==> src/rtl/alu_pkg.sv <==
// Shared definitions for the registered ALU: opcode encodings, FSM states
// and bit positions of the packed flag vector.
package alu_pkg;

    localparam logic [3:0] OP_ADD  = 4'b0000;
    localparam logic [3:0] OP_SUB  = 4'b0001;
    localparam logic [3:0] OP_MOV  = 4'b0010;
    localparam logic [3:0] OP_AND  = 4'b0011;
    localparam logic [3:0] OP_OR   = 4'b0100;
    localparam logic [3:0] OP_XOR  = 4'b0101;
    localparam logic [3:0] OP_NOT  = 4'b0110;
    localparam logic [3:0] OP_SHL  = 4'b0111;
    localparam logic [3:0] OP_SHR  = 4'b1000;
    localparam logic [3:0] OP_MOV2 = 4'b1001;
    localparam logic [3:0] OP_INC  = 4'b1010;
    localparam logic [3:0] OP_MUL  = 4'b1011;
    localparam logic [3:0] OP_CMP  = 4'b1111;

    typedef enum logic {
        ST_IDLE = 1'b0,
        ST_MUL  = 1'b1
    } state_t;

    localparam int FLAG_Z = 0;
    localparam int FLAG_N = 1;
    localparam int FLAG_C = 2;
    localparam int FLAG_V = 3;

endpackage

==> src/rtl/alu_mul_iter.sv <==
// Iterative unsigned shift-add multiplier, one multiplier bit per cycle.
// done/product are combinational on the final iteration so the caller can
// register the result on the same edge the last partial sum is formed.
module alu_mul_iter
    import alu_pkg::*;
#(
    parameter int WIDTH = 8
) (
    input  logic                 clk,
    input  logic                 rst_n,
    input  logic                 start,
    input  logic [WIDTH-1:0]     a,
    input  logic [WIDTH-1:0]     b,
    output logic                 busy,
    output logic                 done,
    output logic [2*WIDTH-1:0]   product
);

    localparam int CW = (WIDTH > 2) ? $clog2(WIDTH) : 1;

    logic [2*WIDTH-1:0] mcand_reg;
    logic [2*WIDTH-1:0] acc_reg;
    logic [2*WIDTH-1:0] acc_next;
    logic [WIDTH-1:0]   mplier_reg;
    logic [CW-1:0]      count_reg;
    logic               busy_reg;

    // Partial sum for the current iteration
    always_comb begin
        acc_next = mplier_reg[0] ? (acc_reg + mcand_reg) : acc_reg;
    end

    assign busy    = busy_reg;
    assign done    = busy_reg && (count_reg == CW'(WIDTH - 1));
    assign product = acc_next;

    // Load operands on start, then shift/accumulate until the last count
    always_ff @(posedge clk or negedge rst_n) begin
        if (!rst_n) begin
            mcand_reg  <= '0;
            acc_reg    <= '0;
            mplier_reg <= '0;
            count_reg  <= '0;
            busy_reg   <= 1'b0;
        end else if (start && !busy_reg) begin
            mcand_reg  <= {{WIDTH{1'b0}}, a};
            acc_reg    <= '0;
            mplier_reg <= b;
            count_reg  <= '0;
            busy_reg   <= 1'b1;
        end else if (busy_reg) begin
            acc_reg    <= acc_next;
            mcand_reg  <= mcand_reg << 1;
            mplier_reg <= mplier_reg >> 1;
            count_reg  <= count_reg + CW'(1);
            if (done) begin
                busy_reg <= 1'b0;
            end
        end
    end

endmodule

==> src/rtl/alu_seq.sv <==
// Registered ALU with valid/ready handshake. Single-cycle ops complete on
// the accepting edge; MUL (when enabled) stalls the input for WIDTH cycles.
module alu_seq
    import alu_pkg::*;
#(
    parameter int WIDTH  = 8,
    parameter int MUL_EN = 1
) (
    input  logic             clk,
    input  logic             rst_n,
    input  logic             in_valid,
    output logic             in_ready,
    input  logic [WIDTH-1:0] a,
    input  logic [WIDTH-1:0] b,
    input  logic [3:0]       s,
    output logic [WIDTH-1:0] out,
    output logic             out_valid,
    output logic             flag_z,
    output logic             flag_n,
    output logic             flag_c,
    output logic             flag_v
);

    localparam int M = WIDTH - 1;

    state_t             state_reg;
    logic [WIDTH-1:0]   out_reg;
    logic [3:0]         flags_reg;
    logic               out_valid_reg;
    logic               in_ready_reg;

    logic [WIDTH-1:0]   res_next;
    logic [3:0]         flags_next;
    logic [WIDTH:0]     sum_add;
    logic [WIDTH:0]     diff;
    logic [WIDTH:0]     sum_inc;

    logic               fire;
    logic               is_mul;
    logic               mul_start;
    logic               mul_busy;
    logic               mul_done;
    logic [2*WIDTH-1:0] mul_product;

    assign fire      = in_valid && in_ready_reg && (state_reg == ST_IDLE);
    assign is_mul    = (s == OP_MUL) && (MUL_EN != 0);
    assign mul_start = fire && is_mul && !mul_busy;

    assign sum_add = {1'b0, a} + {1'b0, b};
    assign diff    = {1'b0, a} - {1'b0, b};
    assign sum_inc = {1'b0, a} + (WIDTH+1)'(1);

    generate
        if (MUL_EN != 0) begin : g_mul
            alu_mul_iter #(.WIDTH(WIDTH)) u_mul (
                .clk     (clk),
                .rst_n   (rst_n),
                .start   (mul_start),
                .a       (a),
                .b       (b),
                .busy    (mul_busy),
                .done    (mul_done),
                .product (mul_product)
            );
        end else begin : g_no_mul
            assign mul_busy    = 1'b0;
            assign mul_done    = 1'b0;
            assign mul_product = '0;
        end
    endgenerate

    // Single-cycle result and flags; MUL falls to the unassigned case here
    always_comb begin
        res_next   = '0;
        flags_next = '0;
        case (s)
            OP_ADD: begin
                res_next           = sum_add[M:0];
                flags_next[FLAG_C] = sum_add[WIDTH];
                flags_next[FLAG_V] = (a[M] == b[M]) && (sum_add[M] != a[M]);
            end
            OP_SUB, OP_CMP: begin
                res_next           = diff[M:0];
                flags_next[FLAG_C] = diff[WIDTH];
                flags_next[FLAG_V] = (a[M] != b[M]) && (diff[M] != a[M]);
            end
            OP_MOV, OP_MOV2: res_next = b;
            OP_AND:          res_next = a & b;
            OP_OR:           res_next = a | b;
            OP_XOR:          res_next = a ^ b;
            OP_NOT:          res_next = ~a;
            OP_SHL: begin
                res_next           = {a[M-1:0], 1'b0};
                flags_next[FLAG_C] = a[M];
            end
            OP_SHR: begin
                res_next           = {1'b0, a[M:1]};
                flags_next[FLAG_C] = a[0];
            end
            OP_INC: begin
                res_next           = sum_inc[M:0];
                flags_next[FLAG_C] = sum_inc[WIDTH];
                flags_next[FLAG_V] = !a[M] && sum_inc[M];
            end
            default: res_next = '0;
        endcase
        // Z/N come from the subtraction for CMP, which then reports equality
        flags_next[FLAG_Z] = (res_next == '0);
        flags_next[FLAG_N] = res_next[M];
        if (s == OP_CMP) begin
            res_next = (a == b) ? WIDTH'(1) : '0;
        end
    end

    // Handshake FSM with registered result, flags and pulses
    always_ff @(posedge clk or negedge rst_n) begin
        if (!rst_n) begin
            state_reg     <= ST_IDLE;
            out_reg       <= '0;
            flags_reg     <= '0;
            out_valid_reg <= 1'b0;
            in_ready_reg  <= 1'b1;
        end else begin
            out_valid_reg <= 1'b0;
            case (state_reg)
                ST_IDLE: begin
                    if (fire) begin
                        if (is_mul) begin
                            state_reg    <= ST_MUL;
                            in_ready_reg <= 1'b0;
                        end else begin
                            out_reg       <= res_next;
                            flags_reg     <= flags_next;
                            out_valid_reg <= 1'b1;
                        end
                    end
                end
                ST_MUL: begin
                    if (mul_done) begin
                        out_reg            <= mul_product[M:0];
                        flags_reg[FLAG_Z]  <= (mul_product[M:0] == '0);
                        flags_reg[FLAG_N]  <= mul_product[M];
                        flags_reg[FLAG_C]  <= |mul_product[2*WIDTH-1:WIDTH];
                        flags_reg[FLAG_V]  <= 1'b0;
                        out_valid_reg      <= 1'b1;
                        state_reg          <= ST_IDLE;
                        in_ready_reg       <= 1'b1;
                    end
                end
                default: begin
                    state_reg    <= ST_IDLE;
                    in_ready_reg <= 1'b1;
                end
            endcase
        end
    end

    assign in_ready  = in_ready_reg;
    assign out       = out_reg;
    assign out_valid = out_valid_reg;
    assign flag_z    = flags_reg[FLAG_Z];
    assign flag_n    = flags_reg[FLAG_N];
    assign flag_c    = flags_reg[FLAG_C];
    assign flag_v    = flags_reg[FLAG_V];

endmodule
==> config.mk <==
export PLATFORM = sky130hd
export DESIGN_NAME = alu_seq
export DESIGN_NICKNAME = d
export VERILOG_FILES = /design/src/rtl/alu_pkg.sv /design/src/rtl/alu_mul_iter.sv /design/src/rtl/alu_seq.sv
export SDC_FILE = /design/constraint.sdc
export NUM_CORES = 1
export LEC_CHECK = 0
export ABC_AREA = 1
export ABC_CLOCK_PERIOD_IN_PS = 1900
export CORE_MARGIN = 8
export CORE_UTILIZATION = 45
export CTS_CLUSTER_SIZE = 25
export DETAILED_ROUTE_END_ITERATION = 7
export GPL_ROUTABILITY_DRIVEN = 0
export PLACE_DENSITY = 0.72
export SLEW_MARGIN = 20
export SYNTH_ARGS = -nofsm -noshare
export SYNTH_HDL_FRONTEND = slang
export SYNTH_SLANG_ARGS = --single-unit
==> constraint.sdc <==
create_clock -name clk -period 1.9 [get_ports clk]
set_input_delay 0.285 -clock clk [delete_from_list [all_inputs] [get_ports clk]]
set_output_delay 0.285 -clock clk [all_outputs]
set_load 0.05 [all_outputs]
=== Word level (Yosys, flattened, before mapping) ===
Index checks and enable logic that the tools add are counted.

* Logic and storage cells: 98
* Flip-flop bits (word level): 59
* Output and inout bits: 14

* Bitwise logic cells: 5
* Equal/unequal tests: 22
* $add $sub $neg: 5
* Muxes and demuxes: 36
* Reduce and logical (&&, ||, !) cells: 20

{| class="wikitable"
|+ Operator list
! operator !! count
|-
| 16-bit 2-to-1 mux || 5
|-
| 8-bit case mux with 10 select lines || 1
|-
| 8-bit 2-to-1 mux || 6
|-
| 4-bit equality test (second input constant) || 5
|-
| 16-bit adder || 1
|-
| 4-bit by 3-bit equality test with 1-bit output (second input constant) || 4
|-
| 8-bit logical NOT || 2
|-
| 8-bit case mux with 2 select lines || 1
|-
| 1-bit 2-to-1 mux || 12
|-
| 4-bit 2-to-1 mux || 3
|-
| 8-bit by 1-bit adder with 9-bit output (second input constant) || 1
|-
| 8-bit by 8-bit adder with 9-bit output || 1
|-
| 1-bit logical AND || 9
|-
| 8-bit by 8-bit subtractor with 9-bit output || 1
|-
| 8-bit bitwise AND || 1
|-
| 4-bit by 2-bit equality test with 1-bit output (second input constant) || 2
|-
| 8-bit equality test || 1
|-
| 8-bit NOT || 1
|-
| 8-bit bitwise OR || 1
|-
| 4-bit case mux with 2 select lines || 1
|-
| 8-bit OR reduction || 1
|-
| 8-bit bitwise XOR || 1
|-
| 3-bit 2-to-1 mux || 2
|-
| 2-bit inequality test (second input constant) || 3
|-
| 15 further kinds || 22
|}

=== Logic depth before layout (Yosys ltp) ===
* Depth in word-level cells: 7
* Mapped depth: 18

=== Hierarchy ===
From an unflattened synthesis, not the netlist that was laid out.

* Cell total of the unflattened synthesis: 826
* Area total of the unflattened synthesis: 5301.3 µm²

{| class="wikitable"
|+ Modules (own cells, without submodules)
! module !! sequential area each (µm²) !! area each (µm²) !! times used !! cells an instance
|-
| alu_mul_iter || 1101.1 || 2832.7 || 1 || 390
|-
| alu_seq || 376.6 || 2468.6 || 1 || 436
|}

=== Worst setup path before layout ===
No wires, ideal clock.

* Path type: input to register
* Start: in a[2]
* End: reg flags_reg[0]
* Stages: 17
* Path slack: -86 ps
* Arrival: 1913 ps
* Required time: 1827 ps
* Setup time: 73 ps
* Path buffers: 2
* Cell sequence: clkbuf_2 > inv_1 > ha_1 > buf_2 > nor2_1 > nand2_1 > nand2_1 > nand2_1 > nand2_1 > nand2_1 > nand2_1 > nor2_2 > nor2_4 > nand2_2 > nor2_2 > nand3_2 > a21oi_2

* Word-level cells in the longest chain between the ends: 6
* Elaborated cells on any way between the ends: 12
* Those cells by class: add/sub: 3; mux: 4; bitwise: 4; reduce/logical: 1

{| class="wikitable"
|+ RTL lines
! item !! line !! source
|-
| from (decl) || alu_seq.sv:13 || <nowiki>input logic [WIDTH-1:0] a,</nowiki>
|-
| 8-bit by 1-bit adder with 9-bit output (tied with other cells) || alu_seq.sv:51 || <nowiki>assign sum_inc = {1'b0, a} + (WIDTH+1)'(1);</nowiki>
|-
| 8-bit case mux with 10 select lines (*) || alu_seq.sv:76 || <nowiki>case (s)</nowiki>
|-
| 8-bit logical NOT (*) || alu_seq.sv:108 || <nowiki>flags_next[FLAG_Z] = (res_next == '0);</nowiki>
|-
| 4-bit 2-to-1 mux (*) || alu_seq.sv:128 || <nowiki>if (is_mul) begin</nowiki>
|-
| 4-bit 2-to-1 mux (*) || alu_seq.sv:127 || <nowiki>if (fire) begin</nowiki>
|-
| 4-bit case mux with 2 select lines (*) || alu_seq.sv:125 || <nowiki>case (state_reg)</nowiki>
|-
| to (signal assigned) || alu_seq.sv:133 || <nowiki>flags_reg <= flags_next;</nowiki>
|-
| to (signal, indexed assignment) || alu_seq.sv:141 || <nowiki>flags_reg[FLAG_Z] <= (mul_product[M:0] == '0);</nowiki>
|-
| to (signal, indexed assignment) || alu_seq.sv:142 || <nowiki>flags_reg[FLAG_N] <= mul_product[M];</nowiki>
|-
| to (decl) || alu_seq.sv:28 || <nowiki>logic [3:0] flags_reg;</nowiki>
|}

Mark *: on every way between the ends. The rest lies on a longest branch, timed or not. The select of a mux whose other input is x is not followed.
A chain may end at the register's enable or synchronous reset.

=== Final worst setup path ===
* Start: reg g_mul.u_mul.acc_reg[0]
* End: reg flags_reg[2]

* Word-level cells in the longest chain between the ends: 5

{| class="wikitable"
|+ RTL lines
! item !! line !! source
|-
| from (decl) || alu_mul_iter.sv:22 || <nowiki>logic [2*WIDTH-1:0] acc_reg;</nowiki>
|-
| from (signal assigned) || alu_mul_iter.sv:52 || <nowiki>acc_reg <= acc_next;</nowiki>
|-
| 16-bit adder || alu_mul_iter.sv:30 || <nowiki>acc_next = mplier_reg[0] ? (acc_reg + mcand_reg) : acc_reg;</nowiki>
|-
| 16-bit 2-to-1 mux || alu_mul_iter.sv:30 ||
|-
| 8-bit OR reduction || alu_seq.sv:143 || <nowiki>flags_reg[FLAG_C] <= |mul_product[2*WIDTH-1:WIDTH];</nowiki>
|-
| 4-bit 2-to-1 mux || alu_seq.sv:139 || <nowiki>if (mul_done) begin</nowiki>
|-
| 4-bit case mux with 2 select lines || alu_seq.sv:125 ||
|-
| to (signal, indexed assignment) || alu_seq.sv:141 ||
|-
| to (signal, indexed assignment) || alu_seq.sv:142 ||
|-
| to (signal, indexed assignment) || alu_seq.sv:143 ||
|}

Every way passes these cells. The select of a mux whose other input is x is not followed.

==> results.sh <==
export IMPL_status="finished with violations"
export IMPL_violations="negative setup slack"
export IMPL_criticalPathCategory="register to register"
export IMPL_crit_top_cell="nand2_2"
export IMPL_r2r_end="flags_reg[2]$_DFFE_PN0P_"
export IMPL_vias=6480
export IMPL_slowest_delay_ps=420
export IMPL_grt_pass1_vias=6242
export IMPL_syn_nets=890
export IMPL_htreeDepth=3
export IMPL_grt_pass1_wl_um=29440
export IMPL_finalWirelength_um=19550
export IMPL_final_period_utilization_pct=122.0
export IMPL_setup_ws_ps=-417.2
export IMPL_finalHoldViolCount=0
export IMPL_insertion_delay_ps=330
export IMPL_post_drt_wl_per_cell_um=16.65
export IMPL_skew_ps=9.096
export IMPL_max_vdd_ir_drop_v=0.0005744
export IMPL_slew_viol_final=0
export IMPL_dr_pass1_iters=7
export IMPL_place_area_sq_um=6974
export IMPL_io_pins=37
export IMPL_via_per_inst=5.520
export IMPL_regToRegSetupSlack_ps=-420
export IMPL_ys_ff_latch=59
export IMPL_ys_types=41
export IMPL_clockPowerShare_pct=19.8
export IMPL_swShare_pct=42.63
export IMPL_place_ws_ps=-775.4
export IMPL_power_total_mw=9.641
export IMPL_overflow=0
export IMPL_p_per_area_nw_per_um2=1190
export IMPL_fin_area_sq_um=8103
export IMPL_area_growth_syn_to_layout_pct=51.70
export IMPL_clock_fmax_mhz=431.6
export IMPL_cts_sinks=59
export IMPL_worstMarginPinSlew_ps=533.3
export IMPL_fill_cells=864
export IMPL_cts_buffers=9
export IMPL_io_buffer_count=36
export IMPL_p_leak_nw=4.237
export IMPL_combPwrFrac_pct=58.2
export IMPL_final_common_cell="nand2_1"
export IMPL_worstPathCellList="ha_2, fa_2, nand2_2, nand2_2, nand2_2, inv_2, nand3_2, nand3_2, nand2_2, nand3_2, nand2_2, nand2_1, nor2_2, nand2_2, nand2_1, nand2_1"
export IMPL_die_h_um=125.0
export IMPL_antenna_cells=0
export IMPL_drt_iter0_drc=671
export IMPL_row_count=39
export IMPL_yosysWarnings=0
export IMPL_seqPwrFrac_pct=22.0
export IMPL_critical_path_slowest_cell="fa_2"
export IMPL_endpoint="flags_reg[2]$_DFFE_PN0P_"
export IMPL_cp_max_fo=3
export IMPL_multi_input_area_sq_um=3865
export IMPL_finalSetupViolCount=15
export IMPL_min_path_type="primary input to asynchronous set/reset pin"
export IMPL_regToRegStartpoint="g_mul.u_mul.acc_reg[0]$_DFFE_PN0P_"
export IMPL_fin_nets=1096
export IMPL_layout_common_cells="nand2_1 (244), buf_4 (166), inv_1 (107)"
export IMPL_seqCellArea_sq_um=1480
export IMPL_root_buffer="clkbuf_16"
export IMPL_drcViolationCount=0
export IMPL_grt_max_degree=31
export IMPL_coreArea_sq_um=11520
export IMPL_power_switching_mw=4.110
export IMPL_die_area_sq_um=15610
export IMPL_drive_gt1_share_pct=34.63
export IMPL_initial_utilization_pct=46.38
export IMPL_synthesis_area_sq_um=5341
export IMPL_grt_use_total_pct=22.86
export IMPL_hpwl_um=13700
export IMPL_syn_area_per_cell_sq_um=6.514
export IMPL_cts_tree="yes"
export IMPL_drtAntennaViolNets=0
export IMPL_min_period_ps=2317
export IMPL_antenna_found_initial=0
export IMPL_slew_headroom_pct=64.41
export IMPL_critPathArrivalTime_ps=2530
export IMPL_start_kind="register"
export IMPL_end_kind="register"
export IMPL_drv_cap=0
export IMPL_fp_dieW_um=125.0
export IMPL_ff2ff_path_depth=16
export IMPL_rsz0062_at_grt="true"
export IMPL_crit_start="g_mul.u_mul.acc_reg[0]$_DFFE_PN0P_"
export IMPL_cts_path_max_buffers=2
export IMPL_p_int_mw=5.531
export IMPL_required_ps=2110
export IMPL_path_clk_slew_ps=50
export IMPL_seq_area_frac_synth_pct=27.66
export IMPL_syn_inst=820
## worst max-delay path, delay by kind of cell, from the launching register on
kind / cells / cell delay (ps)
flops: 1 / 390
fa+ha+maj: 2 / 630
simple gates: 13 / 1120
buf+inv: 1 / 60
## cell usage after synthesis, drive strengths merged
cell / instances / area share, %
clkbuf: 8 / 0.61
nor4: 1 / 0.12
o21ai: 40 / 3.9
dfrtp: 58 / 27
nor3: 5 / 0.47
nor2: 70 / 6.0
a21o: 1 / 0.14
o22a: 3 / 0.49
o22ai: 24 / 2.8
a21oi: 23 / 2.3
nand3b: 3 / 0.42
o221ai: 10 / 1.6
nand3: 67 / 6.4
and2: 2 / 0.23
clkinv: 5 / 0.35
o211ai: 6 / 0.84
nand4: 11 / 1.3
fa: 3 / 1.1
xor2: 2 / 0.33
xnor2: 2 / 0.33
a31oi: 5 / 0.59
inv: 128 / 9.0
a22o: 4 / 0.66
nand2: 275 / 20
or2: 5 / 0.59
buf: 12 / 1.1
o21bai: 1 / 0.14
ha: 44 / 10
a22oi: 1 / 0.14
dfstp: 1 / 0.49
## cell type report
| cell class | count | share of cell area (%) |
|---|---|---|
| multi-input cells | 608 | 47.70 |
| repair buffers | 215 | 21.32 |
| flip-flops and latches | 59 | 18.27 |
| inverters | 133 | 6.177 |
| clock buffers | 10 | 2.949 |
| well taps | 143 | 2.208 |
| clock inverters | 6 | 1.374 |
## per-stage QoR
step	TNS (ps)	utilization, %	cells	hold slack, ps
2_1_floorplan	-4.450	-	820	-10.59
3_3_place_gp	-17460	60.56	1129	200.5
3_5_place_dp	-17620	60.56	1129	205.7
4_1_cts	-1329	67.17	1164	389.0
5_1_grt	-3935	70.36	1174	408.0
6_report	-2391	70.36	1174	383.4
## power by group through the flow
stage / sequential [mW] / clock, mW / combinational (mW)
6_report: 2.13 / 1.91 / 5.61
5_1_grt: 2.17 / 1.97 / 6.03
4_1_cts: 2.06 / 1.91 / 4.94
3_5_place_dp: 2.05 / 0 / 4.59
3_3_place_gp: 2.03 / 0 / 4.51
2_1_floorplan: 2.43 / 0 / 2.24
## worst min path at each step
stage | start | to | slack [ps] | cells past startpoint
global route | rst_n | g_mul.u_mul.count_reg[2]$_DFFE_PN0P_ | 410 | 2
global placement | rst_n | g_mul.u_mul.mplier_reg[7]$_DFFE_PN0P_ | 200 | 1
CTS | rst_n | g_mul.u_mul.count_reg[2]$_DFFE_PN0P_ | 390 | 2
floorplan | rst_n | flags_reg[0]$_DFFE_PN0P_ | -10 | 0
finish | rst_n | g_mul.u_mul.count_reg[2]$_DFFE_PN0P_ | 380 | 2
detailed placement | rst_n | g_mul.u_mul.mplier_reg[7]$_DFFE_PN0P_ | 210 | 1
## metal layers
metal  track usage, %  vias up  share of wire, %
li1                 -     3057                 -
met3            4.165       85               7.6
met2            37.76      345                47
met5                0        -                 0
met4            11.82        0               4.4
met1            28.06     2993                41
## what timing repair did
item,in CTS,in global routing
endpoints found under the hold margin,10,0
endpoints found under the setup margin,20,34
gates resized for setup,85,83
hold buffers,1,0
setup buffers,19,12
pin swaps,46,37
gates cloned,0,0
## cell families after synthesis
logic type | Yosys count | share of synthesized area (%)
adders and majority gates | 47 | 11.43
DFF | 59 | 27.66
and+or+nand+nor | 439 | 35.56
AOI/OAI and AO/OA | 118 | 13.63
buffers and inverters | 153 | 11.06
xor gates and xnor gates | 4 | 0.6560
Power figures use the tool's default switching activity.
